<file path="src/rtl/program_loader.sv">
// program_loader
// Boot-time instruction loader for the single-cycle MIPS core. Receives a
// framed byte stream {N_hi, N_lo, N x 4 big-endian data bytes, checksum} and
// writes each assembled word to word-addressed instruction memory starting
// at address 0. The core is held in reset until the image has been written
// and its 8-bit additive checksum verified.
//
// Ports:
//   clk, rst        clock, asynchronous active-high reset
//   in_valid/ready  byte-stream handshake, in_data is the stream byte
//   reload          single-cycle abort/restart request
//   imem_we/addr/wdata  registered one-cycle instruction-memory write
//   core_rst        reset to the core, high unless a verified image is present
//   done, error     load verified / load failed (parked until reload or rst)
//   err_code        0 none, 1 bad length, 2 checksum mismatch
module program_loader #(
  parameter int ADDR_W = 8
) (
  input  logic              clk,
  input  logic              rst,
  input  logic              in_valid,
  input  logic [7:0]        in_data,
  output logic              in_ready,
  input  logic              reload,
  output logic              imem_we,
  output logic [ADDR_W-1:0] imem_addr,
  output logic [31:0]       imem_wdata,
  output logic              core_rst,
  output logic              done,
  output logic              error,
  output logic [1:0]        err_code
);

  typedef enum logic [2:0] {
    S_HDR_HI,
    S_HDR_LO,
    S_DATA,
    S_CSUM,
    S_RUN,
    S_ERR
  } state_t;

  localparam logic [16:0] MAX_WORDS = 17'(1) << ADDR_W;

  state_t      state;
  logic [15:0] n_words;
  logic [15:0] word_cnt;
  logic [7:0]  sum;
  logic [1:0]  byte_idx;
  logic [23:0] shreg;
  logic        loading;
  logic        hs;

  // A length of zero or beyond the memory depth is rejected before any write.
  function automatic logic len_ok(input logic [15:0] n);
    return (n != 16'd0) && ({1'b0, n} <= MAX_WORDS);
  endfunction

  always_comb begin
    loading  = (state == S_HDR_HI) || (state == S_HDR_LO) ||
               (state == S_DATA)   || (state == S_CSUM);
    // reload wins over a handshake; dropping ready keeps the byte unconsumed.
    in_ready = loading && !reload;
    hs       = in_valid && in_ready;
  end

  // Byte assembly: only the three leading bytes of a word need storing, the
  // fourth is taken straight from the bus when the word is written.
  always_ff @(posedge clk) begin
    if (hs && state == S_DATA)
      shreg <= {shreg[15:0], in_data};
  end

  always_ff @(posedge clk or posedge rst) begin
    if (rst) begin
      state      <= S_HDR_HI;
      n_words    <= '0;
      word_cnt   <= '0;
      sum        <= '0;
      byte_idx   <= '0;
      imem_we    <= 1'b0;
      imem_addr  <= '0;
      imem_wdata <= '0;
      core_rst   <= 1'b1;
      done       <= 1'b0;
      error      <= 1'b0;
      err_code   <= 2'd0;
    end else begin
      imem_we <= 1'b0;
      if (reload) begin
        state    <= S_HDR_HI;
        n_words  <= '0;
        word_cnt <= '0;
        sum      <= '0;
        byte_idx <= '0;
        core_rst <= 1'b1;
        done     <= 1'b0;
        error    <= 1'b0;
        err_code <= 2'd0;
      end else if (hs) begin
        case (state)
          S_HDR_HI: begin
            n_words[15:8] <= in_data;
            sum           <= sum + in_data;
            state         <= S_HDR_LO;
          end
          S_HDR_LO: begin
            n_words[7:0] <= in_data;
            sum          <= sum + in_data;
            if (!len_ok({n_words[15:8], in_data})) begin
              state    <= S_ERR;
              error    <= 1'b1;
              err_code <= 2'd1;
            end else begin
              state <= S_DATA;
            end
          end
          S_DATA: begin
            sum      <= sum + in_data;
            byte_idx <= byte_idx + 2'd1;
            if (byte_idx == 2'd3) begin
              imem_we    <= 1'b1;
              imem_addr  <= word_cnt[ADDR_W-1:0];
              imem_wdata <= {shreg, in_data};
              word_cnt   <= word_cnt + 16'd1;
              if (word_cnt + 16'd1 == n_words)
                state <= S_CSUM;
            end
          end
          S_CSUM: begin
            if (in_data == sum) begin
              state    <= S_RUN;
              done     <= 1'b1;
              core_rst <= 1'b0;
            end else begin
              state    <= S_ERR;
              error    <= 1'b1;
              err_code <= 2'd2;
            end
          end
          default: ;
        endcase
      end
    end
  end

endmodule
</file>
<file path="config.mk">
export PLATFORM = sky130hd
export DESIGN_NAME = program_loader
export DESIGN_NICKNAME = d
export VERILOG_FILES = /design/src/rtl/program_loader.sv
export SDC_FILE = /design/constraint.sdc
export NUM_CORES = 1
export LEC_CHECK = 0
export ABC_AREA = 1
export ABC_CLOCK_PERIOD_IN_PS = 4900
export CORE_MARGIN = 5
export CORE_UTILIZATION = 50
export DETAILED_ROUTE_END_ITERATION = 8
export GPL_ROUTABILITY_DRIVEN = 0
export GPL_TIMING_DRIVEN = 0
export PLACE_DENSITY_LB_ADDON = 0.08
export SLEW_MARGIN = 30
export SYNTH_ARGS = -nofsm -noshare
export SYNTH_HDL_FRONTEND = slang
export SYNTH_SLANG_ARGS = --single-unit
export TNS_END_PERCENT = 30
</file>
<file path="constraint.sdc">
create_clock -name clk -period 4.9 [get_ports clk]
set_clock_uncertainty 0.15 [all_clocks]
set_input_delay 0.49 -clock clk [delete_from_list [all_inputs] [get_ports clk]]
set_output_delay 0.49 -clock clk [all_outputs]
set_load 0.1 [all_outputs]
</file>
==> results of run 1 <==
==> cell families (layout without fill, tap and decap cells) <==
| family | Yosys count | after routing |
|---|---|---|
| simple gates | 311 | 311 |
| fa+ha+maj | 10 | 10 |
| xor+xnor | 8 | 8 |
| compound gates | 76 | 76 |
| buf+inv | 81 | 172 |
| mux | 2 | 2 |
| flops | 115 | 115 |
==> flip-flops by register name (all words and copies together), names as in the netlist <==
| signal | flops |
|---|---|
| n_words | 16 |
| err_code | 2 |
| byte_idx | 2 |
| shreg | 24 |
| core_rst | 1 |
| imem_addr | 8 |
| state | 3 |
| done | 1 |
| sum | 8 |
| imem_we | 1 |
| error | 1 |
| imem_wdata | 32 |
| word_cnt | 16 |
==> cell usage after synthesis (2+ instances only) <==
cell type / number
nand2_1: 206
dfrtp_1: 90
inv_1: 61
o21ai_0: 44
nand3_1: 35
nor2_1: 35
edfxtp_1: 24
nand4_1: 13
o22ai_1: 11
ha_1: 9
buf_2: 8
a21oi_1: 6
nand2_2: 6
xor2_1: 6
inv_2: 5
nor2_2: 5
nor2_4: 4
a32o_1: 3
clkbuf_1: 3
a22o_1: 2
buf_4: 2
buf_6: 2
mux2_2: 2
nor4_1: 2
o21ai_2: 2
or2_2: 2
xnor2_1: 2
==> metrics by stage <==
step | power, uW | setup WS [ns]
3_3_place_gp | 1320 | 0.397
6_report | 2550 | 1.62
4_1_cts | 2570 | 1.61
2_1_floorplan | 1260 | 1.90
5_1_grt | 2660 | 1.54
3_5_place_dp | 1330 | 1.63
==> layout make-up <==
class	count	area, sq um
timing repair buffer	59	608
inverter	66	253
clock buffer	17	414
sequential	115	3000
fill	864	3640
buffer	15	88.8
multi-input combinational	407	2010
clock inverter	15	181
tap	136	170
==> routing by layer <==
| metal | part of all wire [%] | up-vias |
|---|---|---|
| li1 | - | 2135 |
| met1 | 46 | 2074 |
| met2 | 48 | 158 |
| met3 | 5.7 | 5 |
| met4 | 0.42 | 0 |
| met5 | 0 | - |
==> critical path: stages <==
cell	delay (ns)
clkdlybuf4s50_1	0.55
clkbuf_1	0.29
nor2_1	0.16
clkdlybuf4s50_1	1.15
==> placed cells by master (no fill, tap or decap), types with 3 or more instances in the layout <==
cell type | synthesis | routed
edfxtp_1 | 24 | 24
inv_2 | 5 | 5
nor2_1 | 35 | 35
inv_1 | 61 | 60
nor2_4 | 4 | 4
nor2_2 | 5 | 5
inv_6 | 0 | 7
xor2_1 | 6 | 6
clkbuf_1 | 3 | 3
dfrtp_1 | 90 | 90
a32o_1 | 3 | 3
clkbuf_16 | 0 | 16
o22ai_1 | 11 | 11
o21ai_0 | 44 | 44
a21oi_1 | 6 | 6
nand3_1 | 35 | 35
nand2_2 | 6 | 6
inv_8 | 0 | 4
nand2_1 | 206 | 206
clkdlybuf4s50_1 | 0 | 58
ha_1 | 9 | 9
nand4_1 | 13 | 13
buf_2 | 8 | 8
==> power breakdown <==
part           total (uW)  switching (uW)  leakage (uW)  internal (uW)
clock                1240             490      0.000288            747
combinational         269             172       0.00134           98.0
sequential           1040            28.5       0.00145           1020
total                2550             690       0.00309           1860
==> worst max-delay path by stage <==
stage,from,end,slack [ns],cells past startpoint
final,reload,in_ready,1.62,4
after global routing,reload,in_ready,1.54,4
after CTS,reload,in_ready,1.61,4
after detailed placement,reload,in_ready,1.63,4
after global placement,rst,err_code[0]$_DFFE_PP0P_,0.40,2
after floorplan,rst,byte_idx[0]$_DFFE_PP0P_,1.90,1
==> summary.md, run 1 <==
| Metric | Value |
|---|---|
| Setup bufs post-CTS | `0` |
| Clk sinks | `115` |
| GR peak layer | `met2` |
| Met2 GRT Util | `34.6%` |
| Clk buf depth | `2` |
| First-pass GRT wire length | `around 22,000 um` |
| Share of cells above drive strength 1 | `11.1%` |
| H-tree levels | `4` |
| Routed Antenna Nets | `0` |
| Via count | `approximately 4.4k` |
| Asr flop ratio synth | `79.1%` |
| Num ports | `59` |
| Startpoint Class | `input port` |
| Post-Layout Cell Count | `830` |
| Largest family of logic cells by synthesized area | `simple AND/OR/NAND/NOR gates` |
| Mapped Area | `5350 sq um` |
| Syn Inst Count | `around 600` |
| Nets@finish | `703` |
| GRT met1 Usage | `28.9%` |
| Max cap viols | `0` |
| Outcome | `completed` |
| Port buffer count | `58` |
| Cell variety after synth | `40` |
| Hold/Removal Path Class | `input port to asynchronous set/reset pin` |
| Die area | `between 10,000 and 15,000 sq um` |
| Fin. Hold Viols | `0` |
| RSZ-0062 raised after global routing | `no` |
| Yosys top cell area share | `around 42%` |
| Dpl cells | `798` |
| Post-synthesis mux area share | `0.421%` |
| Grt ovf | `0` |
| Worst Path Required | `4.26 ns` |
| EDFF count, synth | `24` |
| Synth area leaders | `dfrtp_1 42%, nand2_1 14%, edfxtp_1 13%` |
| Reg2Reg Capture Point | `word_cnt[12]$_DFFE_PP0P_` |
| # diodes | `0` |
| Initial core utilization | `between 50% and 60%` |
| Crit path time final | `around 3.3 ns` |
| Slew margin rel. | `31.2%` |
| Wirelength per Cell | `15.2 um` |
| Synth Area in XOR/XNOR | `1.31%` |
| Leak | `0.00309 uW` |
| PwrDens | `379 nW/um^2` |
| Final Util | `between 60% and 70%` |
| Post-synthesis sequential area ratio | `56.1%` |
| CTS tree | `done` |
| Die height | `113 um` |
| Hold_ws | `0.209 ns` |
| Avg Cell Area, Syn | `8.87 sq um` |
| Hpwl dp | `a little over 9000 um` |
| Placed Area | `6130 sq um` |
| Ys flop type | `dfrtp_1` |
| Worst r2r src | `state[1]$_DFFE_PP0P_` |
| Synthesis-stage register bit count | `115` |
| CP max FO | `10` |
| Vias/cell | `5.27` |
| Worst R2R Setup Slack | `around 2.3 ns` |
| Hold-fix buffers at CTS | `0` |
| Period Utilization, post-route | `66.9%` |
| Measured slew at the worst slew-check pin | `1.03 ns` |
| Drt first-iter violations | `307` |
| Pins Over Slew Limit | `0` |
| Synth Area in Simple Gates | `24.8%` |
| Crit path DAT | `2.64 ns` |
| Post-cts repair resize count | `0` |
| Syn Nets | `625` |
| Design Area, Final | `between 6000 and 7000 sq um` |
| Die X | `113 um` |
| Worst Setup End Kind | `primary output` |
| Clock Latency Late Sink | `0.50 ns` |
| Final setup TNS | `0 ns` |
| Root Driver | `clkbuf_8` |
| Clock-pin slew on the worst setup and hold paths | `0.07 ns` |
| Drt pass-1 iters | `5` |
| R2R cell count | `11` |
| Pin count of the biggest net entering global routing | `49` |
| GRT Total Usage | `21.0%` |
| Yosys top cell by area | `dfrtp_1` |
| DRC Markers | `0` |
| VDD IR-drop max | `0.000262 V` |
| Vias in the first global route | `approximately 4.3k` |
| Adder-Cell Fraction of Synth Area | `2.48%` |
| Setup CP Type | `input port to primary output` |
| CTS Buf Count | `17` |
| Synth Area in Compound Gates | `8.61%` |
| Core Box Area | `between 10,000 and 15,000 sq um` |
| Met3 usage | `4.03%` |
| Initial antenna violation count | `0` |
| Fmax achieved | `305 MHz` |
| Drt total wl | `12,600 um` |
| Setup-failing EPs final | `0` |
| Yosys Warn Count | `0` |
| Synth-to-layout area growth | `25.8%` |
| Row cnt | `37` |
Power figures use the tool's default switching activity.
==> inputs of run 2 (changes only) <==
ABC_CLOCK_PERIOD_IN_PS = 2950   (was 4900)
clock period = 2.95 ns   (was 4.9 ns; I/O delays follow)
==> run 2 against run 1 <==
Against the previous run: setup slack worse by 1.3 ns; via count decreased by 0.16%; hold slack worse by 0.20 ns; critical endpoint is now word_cnt[12]$_DFFE_PP0P_; count of clock-buffer cells in the layout unchanged; global-route usage unchanged.
==> summary.md, run 2 (same netlist as run 1, synthesis figures left out) <==
| Metric | Value |
|---|---|
| CP max FO | `27` |
| Core Box Area | `10,400 sq um` |
| Crit path time final | `2.64 ns` |
| Switching Power | `1150 uW` |
| R2R cell count | `11` |
| Crit path to | `word_cnt[12]$_DFFE_PP0P_` |
| Routed Antenna Nets | `0` |
| CP startpoint | `state[1]$_DFFE_PP0P_` |
| Worst R2R Setup Slack | `0.31 ns` |
| Root Driver | `clkbuf_8` |
| Worst Setup End Kind | `register` |
| Pin count of the biggest net entering global routing | `49` |
| Port buffer count | `58` |
| Die height | `113 um` |
| Fin. Hold Viols | `0` |
| Setup-failing EPs final | `0` |
| DP Worst Slack | `0.0662 ns` |
| # diodes | `0` |
| Period Utilization, post-route | `89.4%` |
| Design Area, Final | `6730 sq um` |
| Synth-to-layout area growth | `25.8%` |
| PwrDens | `630 nW/um^2` |
| Final Util | `64.9%` |
| Startpoint Class | `register` |
| Clk sinks | `115` |
| Most common cell after layout, fill and taps aside | `nand2_1` |
| Num ports | `59` |
| Crit path DAT | `2.85 ns` |
| Max cap viols | `0` |
| Clock Latency Late Sink | `0.50 ns` |
| Fmax achieved | `379 MHz` |
| VDD IR-drop max | `about 0.00043 V` |
| Worst r2r src | `state[1]$_DFFE_PP0P_` |
| Vias in the first global route | `4,343` |
| Final setup margin | `0.313 ns` |
| Clk buf depth | `2` |
| Wirelength per Cell | `15.2 um` |
| Pins Over Slew Limit | `0` |
| Worst Path Required | `3.16 ns` |
| Hold/Removal Path Class | `input port to asynchronous set/reset pin` |
| Nets@finish | `703` |
| Share of cells above drive strength 1 | `11.1%` |
| Grt ovf | `0` |
| Seq pwr share | `40.9%` |
| CTS Buf Count | `17` |
| Initial core utilization | `51.6%` |
| Die X | `113 um` |
| CTS tree | `done` |
| First-pass GRT wire length | `21,500 um` |
| Hold-fix buffers at CTS | `0` |
| Comb power frac | `10.6%` |
| RSZ-0062 raised after global routing | `no` |
| Row cnt | `37` |
| H-tree levels | `4` |
| Measured slew at the worst slew-check pin | `1.03 ns` |
| Drt pass-1 iters | `5` |
| Drt total wl | `about 13,000 um` |
| Initial antenna violation count | `0` |
| Most frequent cells in the layout | `206 x nand2_1, 90 x dfrtp_1, 60 x inv_1, 57 x clkdlybuf4s50_1, 44 x o21ai_0` |
| Sw Ratio | `27.1%` |
| DRC Markers | `0` |
| Max FFs per register | `32` |
| Via count | `4,365` |
| Clock share of power | `48.5%` |
| Outcome | `completed` |
| Dpl cells | `798` |
| Drt first-iter violations | `307` |
| Reg2Reg Capture Point | `word_cnt[12]$_DFFE_PP0P_` |
| P_int | `3090 uW` |
| Top reg by flops | `imem_wdata` |
| Biggest registers after layout | `imem_wdata: 32 flops, shreg: 24 flops` |
| Post-Layout Cell Count | `830` |
| GRT Total Usage | `21.0%` |
| Setup CP Type | `register to register` |
| Die area | `~13,000 sq um` |
| Hpwl dp | `a little over 9000 um` |
| Setup bufs post-CTS | `0` |
| Vias/cell | `5.26` |
| Slew margin rel. | `a little over 30%` |
| Leak | `between 0.003 and 0.004 uW` |
| Clock-pin slew on the worst setup and hold paths | `around 0.07 ns` |
| Placed Area | `between 6000 and 7000 sq um` |
[run 2: area by class of cell]
class                           instances  area (sq um)
Clock buffer                           17           414
Inverter                               66           253
Multi-Input combinational cell        407          2010
Fill cell                             865          3640
Buffer                                 15          88.8
Clock inverter                         15           181
Tap cell                              136           170
Timing Repair Buffer                   59           611
Sequential cell                       115          3000
[run 2: what timing repair did]
item                                    in CTS  in global routing
gates resized for setup                      0                  1
endpoints found under the setup margin       0                  1
endpoints found under the hold margin        0                  0
[run 2: how the worst min path moves through the flow]
| stage | endpoint | from | slack [ns] | depth (start not counted) |
|---|---|---|---|---|
| after floorplan | shreg[0]$_DFFE_PP_ | in_data[0] | 0.24 | 0 |
| after global placement | imem_wdata[28]$_DFFE_PP0P_ | shreg[20]$_DFFE_PP_ | 0.27 | 2 |
| after detailed placement | imem_wdata[27]$_DFFE_PP0P_ | shreg[19]$_DFFE_PP_ | 0.28 | 2 |
| after CTS | imem_wdata[26]$_DFFE_PP0P_ | rst | 0.03 | 2 |
| after global routing | imem_wdata[19]$_DFFE_PP0P_ | rst | 0.05 | 2 |
| final | imem_wdata[19]$_DFFE_PP0P_ | rst | 0.01 | 2 |
[run 2: critical path, stage by stage (launching register included)]
cell     delay [ns]
dfrtp_1        0.45
inv_2          0.07
nor2_2         0.13
inv_2          0.07
nor2_4         0.10
nand2_2        0.08
nor2_4         0.60
nand2_2        0.19
buf_6          0.22
nand2_4        0.12
buf_4          0.20
o22ai_1        0.09
[run 2: per-layer routing]
| metal | global-route usage [%] | vias to the layer above | part of all wire [%] | routed length [um] |
|---|---|---|---|---|
| li1 | - | 2136 | - | - |
| met1 | 28.9 | 2073 | 46 | 5780 |
| met2 | 34.6 | 151 | 48 | 6090 |
| met3 | 4.03 | 5 | 5.5 | 696 |
| met4 | 5.29 | 0 | 0.42 | 53 |
| met5 | 0 | - | 0 | 0 |
[run 2: power groups by stage]
| stage | clock network, uW | logic (uW) | registers [uW] |
|---|---|---|---|
| floorplan | 0 | 299 | 1790 |
| global placement | 0 | 432 | 1760 |
| detailed placement | 0 | 448 | 1760 |
| CTS | 2080 | 452 | 1730 |
| global route | 2170 | 516 | 1740 |
| finish | 2060 | 448 | 1730 |
[run 2: per-stage QoR]
stage | hold WS, ns | power [uW] | TNS, ns
global route | 0.0493 | 4430 | 0
finish | 0.0135 | 4240 | 0
detailed placement | 0.276 | 2210 | 0
floorplan | 0.244 | 2090 | 0
global placement | 0.275 | 2190 | -122.19
CTS | 0.0272 | 4270 | 0
